### src/rtl/riscv_mem_arbiter.sv
// Shares one single-port memory between the core's fetch port and load/store port, one transaction at a time.
// Define ARB_RR_EN for round-robin tie-breaking; otherwise data always wins over fetch.
module riscv_mem_arbiter #(
   parameter int ADDR_W = 32,
   parameter int DATA_W = 32
) (
   input  logic                  clk,
   input  logic                  reset,
   input  logic                  if_req,
   input  logic [ADDR_W-1:0]     if_addr,
   output logic [DATA_W-1:0]     if_rdata,
   output logic                  if_ack,
   input  logic                  d_req,
   input  logic                  d_we,
   input  logic [DATA_W/8-1:0]   d_be,
   input  logic [ADDR_W-1:0]     d_addr,
   input  logic [DATA_W-1:0]     d_wdata,
   output logic [DATA_W-1:0]     d_rdata,
   output logic                  d_ack,
   output logic                  m_req,
   output logic                  m_we,
   output logic [DATA_W/8-1:0]   m_be,
   output logic [ADDR_W-1:0]     m_addr,
   output logic [DATA_W-1:0]     m_wdata,
   input  logic [DATA_W-1:0]     m_rdata,
   input  logic                  m_ready,
   output logic                  busy
);

   // state | meaning
   // IDLE  | waiting for a request; arbitration happens on the edge leaving this state
   // MEM   | m_req held with stable m_* until m_ready
   // RESP  | one-cycle ack to the winner; requests not sampled

   localparam int BE_W = DATA_W / 8;

   typedef enum logic [1:0] {
      ST_IDLE = 2'd0,
      ST_MEM  = 2'd1,
      ST_RESP = 2'd2
   } state_e;

   typedef enum logic {
      GNT_FETCH = 1'b0,
      GNT_DATA  = 1'b1
   } grant_e;

   state_e              state_q,    state_d;
   grant_e              grant_q,    grant_d;
   logic                m_req_q,    m_req_d;
   logic                m_we_q,     m_we_d;
   logic [BE_W-1:0]     m_be_q,     m_be_d;
   logic [ADDR_W-1:0]   m_addr_q,   m_addr_d;
   logic [DATA_W-1:0]   m_wdata_q,  m_wdata_d;
   logic [DATA_W-1:0]   if_rdata_q, if_rdata_d;
   logic [DATA_W-1:0]   d_rdata_q,  d_rdata_d;
   logic                if_ack_q,   if_ack_d;
   logic                d_ack_q,    d_ack_d;
   logic                busy_q,     busy_d;
   logic                win_data;

`ifdef ARB_RR_EN
   grant_e              last_grant_q, last_grant_d;

   // On a tie the requester that did not win last time goes first.
   assign win_data = d_req && (!if_req || (last_grant_q == GNT_FETCH));
`else
   assign win_data = d_req;
`endif

   always_comb begin
      state_d    = state_q;
      grant_d    = grant_q;
      m_req_d    = m_req_q;
      m_we_d     = m_we_q;
      m_be_d     = m_be_q;
      m_addr_d   = m_addr_q;
      m_wdata_d  = m_wdata_q;
      if_rdata_d = if_rdata_q;
      d_rdata_d  = d_rdata_q;
      if_ack_d   = 1'b0;
      d_ack_d    = 1'b0;
`ifdef ARB_RR_EN
      last_grant_d = last_grant_q;
`endif

      unique case (state_q)
         ST_IDLE: begin
            if (if_req || d_req) begin
               state_d = ST_MEM;
               m_req_d = 1'b1;
               if (win_data) begin
                  grant_d   = GNT_DATA;
                  m_we_d    = d_we;
                  m_be_d    = d_be;
                  m_addr_d  = d_addr;
                  m_wdata_d = d_wdata;
               end else begin
                  grant_d   = GNT_FETCH;
                  m_we_d    = 1'b0;
                  m_be_d    = '1;
                  m_addr_d  = if_addr;
                  m_wdata_d = '0;
               end
`ifdef ARB_RR_EN
               last_grant_d = win_data ? GNT_DATA : GNT_FETCH;
`endif
            end
         end
         ST_MEM: begin
            if (m_ready) begin
               m_req_d = 1'b0;
               state_d = ST_RESP;
               if (grant_q == GNT_DATA) begin
                  d_ack_d = 1'b1;
                  // Stores leave the load-data register untouched.
                  if (!m_we_q) begin
                     d_rdata_d = m_rdata;
                  end
               end else begin
                  if_ack_d   = 1'b1;
                  if_rdata_d = m_rdata;
               end
            end
         end
         ST_RESP: begin
            state_d = ST_IDLE;
         end
         default: begin
            state_d = ST_IDLE;
            m_req_d = 1'b0;
         end
      endcase

      busy_d = (state_d != ST_IDLE);
   end

   always_ff @(posedge clk or negedge reset) begin
      if (!reset) begin
         state_q    <= ST_IDLE;
         grant_q    <= GNT_FETCH;
         m_req_q    <= 1'b0;
         m_we_q     <= 1'b0;
         m_be_q     <= '0;
         m_addr_q   <= '0;
         m_wdata_q  <= '0;
         if_rdata_q <= '0;
         d_rdata_q  <= '0;
         if_ack_q   <= 1'b0;
         d_ack_q    <= 1'b0;
         busy_q     <= 1'b0;
`ifdef ARB_RR_EN
         last_grant_q <= GNT_FETCH;
`endif
      end else begin
         state_q    <= state_d;
         grant_q    <= grant_d;
         m_req_q    <= m_req_d;
         m_we_q     <= m_we_d;
         m_be_q     <= m_be_d;
         m_addr_q   <= m_addr_d;
         m_wdata_q  <= m_wdata_d;
         if_rdata_q <= if_rdata_d;
         d_rdata_q  <= d_rdata_d;
         if_ack_q   <= if_ack_d;
         d_ack_q    <= d_ack_d;
         busy_q     <= busy_d;
`ifdef ARB_RR_EN
         last_grant_q <= last_grant_d;
`endif
      end
   end

   assign m_req    = m_req_q;
   assign m_we     = m_we_q;
   assign m_be     = m_be_q;
   assign m_addr   = m_addr_q;
   assign m_wdata  = m_wdata_q;
   assign if_rdata = if_rdata_q;
   assign d_rdata  = d_rdata_q;
   assign if_ack   = if_ack_q;
   assign d_ack    = d_ack_q;
   assign busy     = busy_q;

endmodule
### config.mk
export PLATFORM = sky130hd
export DESIGN_NAME = riscv_mem_arbiter
export DESIGN_NICKNAME = d
export VERILOG_FILES = /design/src/rtl/riscv_mem_arbiter.sv
export SDC_FILE = /design/constraint.sdc
export NUM_CORES = 1
export LEC_CHECK = 0
export BUFFER_PORTS_ARGS = -buffer_cell sky130_fd_sc_hd__buf_2
export CAP_MARGIN = 5
export CORE_ASPECT_RATIO = 0.5
export CORE_UTILIZATION = 47
export CTS_CLUSTER_SIZE = 20
export DETAILED_ROUTE_END_ITERATION = 12
export PLACE_DENSITY = 0.87
export SLEW_MARGIN = 5
export SYNTH_ARGS = -nofsm -noshare
export SYNTH_HDL_FRONTEND = slang
export SYNTH_SLANG_ARGS = --single-unit
### constraint.sdc
create_clock -name clk -period 3.2 [get_ports clk]
set_input_delay 0.64 -clock clk [delete_from_list [all_inputs] [get_ports clk]]
set_output_delay 0.64 -clock clk [all_outputs]
set_load 0.01 [all_outputs]
==> impl_metrics.toml <==
[placed_design]
portBuffers = 274
dpl_cell_area_mm2 = 0.00728
gp_congestion = 0.790
dp_hpwl_um = 9910

[finish]
nNetsFinal = 836
drive_gt1_share_pct = 62.7
regArea_mm2 = 0.00350
fill_cells = 924
mostFrequentLayoutCell = "buf_2"
syn_to_final_growth_pct = 37.8
mostFrequentLayoutCells = "buf_2 (273), dfrtp_1 (140), mux2_2 (127)"
design_area_mm2 = 0.00793
multi_input_area_mm2 = 0.00196
antenna_cells = 0

[critical_path]
cpPeakStageDelay_ns = 0.64
crit_slowest_cell = "dfrtp_1"
cpLargestDelayFamily = "flip-flops"
crit_path_end_kind = "flop"
crit_buf_inv = 1
required_ns = 3.48
cp_max_fo = 32
critical_path_arrival_ns = 2.21
cp-start-kind = "flop"
path_cells = "nand2_4 -> nor4b_4 -> buf_4 -> mux2_2"
path_class = "reg -> reg"

[floorplan]
die_h_um = 80.3
rows = 28
die_x_um = 158
dieArea_mm2 = 0.0127
io_pins = 275
initial_core_util_pct = 48.5
core-area_mm2 = 0.0119

[global_routing]
first_global_vias = 4360
antenna_found_initial = 0
grt_usage_pct = 22.2
gr-total-overflow = 0
grt_max_degree = 63
grt_pass1_wl_um = 21300

[drt]
wl_per_cell_um = 15.9
ant_nets = 0
drc = 1
avgViaCountPerCell = 4.93
wl_um = 13900
drt-initial-drc-count = 226
first_pass_iters = 8
num_vias = 4316

[sta]
fin_crit_ns = 1.93
tightest_slew_ns = 0.602
slew_viol_final = 0
min_period_over_period_pct = 60.4
rsz0062_at_grt = "false"
tns_ns = 0
setup_viol = 0
fmax_ghz = 0.518
clock_skew_ns = 0.00803
hold_viol = 0
relSlewSlack_pct = 59.9

[clock_network]
cts.clk_slew.worst_paths_ns = 0.06
cts_setup_buffers = 0
clk_path_buf_depth = 2
cts_root_buffer = "clkbuf_16"
numClockSinks = 140
holdBufCountCts = 0
ctsResizeCount = 0
cts_buffers = 17
htree_levels = 4
tritoncts = "done"
insertion_delay_ns = 0.40

[power_and_ir_drop]
powerDensity_mw_per_mm2 = 1040
peakVddDrop_mv = 0.526
intPower_mw = 5.55
p_comb_share_pct = 36.0
p_clk_share_pct = 25.9
p_sw_share_pct = 32.9
power.leakage_nw = 3.93
pwr-share-seq_pct = 38.0
switchingPower_mw = 2.72

[synthesis]
synth_cells = 422
yosys_warnings = 0
ys_seq_area_share_pct = 60.9
mappedNetlistNets = 560
synth.avg_cell_area_um2 = 13.6
yosys_register_bits = 140
netlist_area_mm2 = 0.00576
yosysUniqueCellTypes = 23

[outcome]
status = "finished, violations left"
violations = "DRC"

[job]
drv_cap = 0

[worst_hold_path]
holdCritPathClass = "in -> async"
-- layer usage --
metal	GRT usage, %	wire length [µm]
met4	10.6	394
met2	40.7	7410
met3	5.29	673
met5	0	0
met1	24.3	5410
-- area by class of cell --
cell class                 count  share of cell area (%)
clock inverter                11                    2.41
clock buffer                  20                    5.76
sequential                   140                    44.2
timing repair buffer         283                    18.5
inverter                      37                    1.75
multi-input combinational    219                    24.8
tap                          165                    2.60
-- synthesized netlist by cell type (all sizes together) --
master  count  area share (%)
buf        17             2.1
inv        37             2.4
o21ai      35             3.0
mux2      129              25
nand2       3            0.33
nor3        3            0.54
o21a        1            0.13
and2        1            0.11
nor4b       5             1.0
clkbuf      9            0.59
dfrtp     140              61
nor2        5            0.37
nand3      33             2.9
a21oi       4            0.35
-- flip-flops by register name, summed over array words and instances (netlist names) --
signal    cells
m_addr       32
m_be          4
busy          1
grant_q       1
m_req         1
d_ack         1
if_ack        1
if_rdata     32
m_we          1
state_q       2
d_rdata      32
m_wdata      32
-- power groups by stage --
| stage | clock network [mW] | logic (mW) | registers (mW) |
|---|---|---|---|
| 2_1_floorplan | 0 | 1.31 | 3.53 |
| 3_3_place_gp | 0 | 2.91 | 3.10 |
| 3_5_place_dp | 0 | 3.01 | 3.17 |
| 4_1_cts | 2.19 | 3.03 | 3.15 |
| 5_1_grt | 2.27 | 3.23 | 3.26 |
| 6_report | 2.15 | 2.98 | 3.15 |
-- cells by family (layout without fill, tap and decap cells) --
logic type | Yosys count | count (layout) | share of synthesized area [%]
flip-flops | 140 | 140 | 60.9
multiplexers | 129 | 129 | 25.2
buffers and inverters | 63 | 351 | 5.13
AND/OR/NAND/NOR | 50 | 50 | 5.24
AO/OA/AOI/OAI | 40 | 40 | 3.52
-- metrics by stage --
stage / hold WS, ns / power (mW) / util [%] / std cells / setup WS, ns
floorplan: 0.344 / 4.84 / - / 422 / 1.40
global placement: 0.464 / 6.02 / 61.3 / 844 / 1.21
detailed placement: 0.469 / 6.18 / 61.3 / 844 / 1.19
CTS: 0.234 / 8.36 / 66.8 / 875 / 1.28
global route: 0.247 / 8.76 / 66.8 / 875 / 1.19
finish: 0.217 / 8.28 / 66.8 / 875 / 1.27
-- final timing paths --
path,slack (ns),depth (start not counted),end,start
min in group clk,0.46,2,if_rdata[5],m_rdata[5]
setup / recovery,1.27,4,d_rdata[21],state_q[0]
max in group asynchronous,2.17,2,if_rdata[25],reset
hold / removal,0.22,1,m_addr[27],reset
setup reg to reg,1.27,4,d_rdata[21],state_q[0]
hold reg to reg,0.49,1,if_rdata[5],if_rdata[5]
No activity file was read; power rests on OpenSTA's default activity.
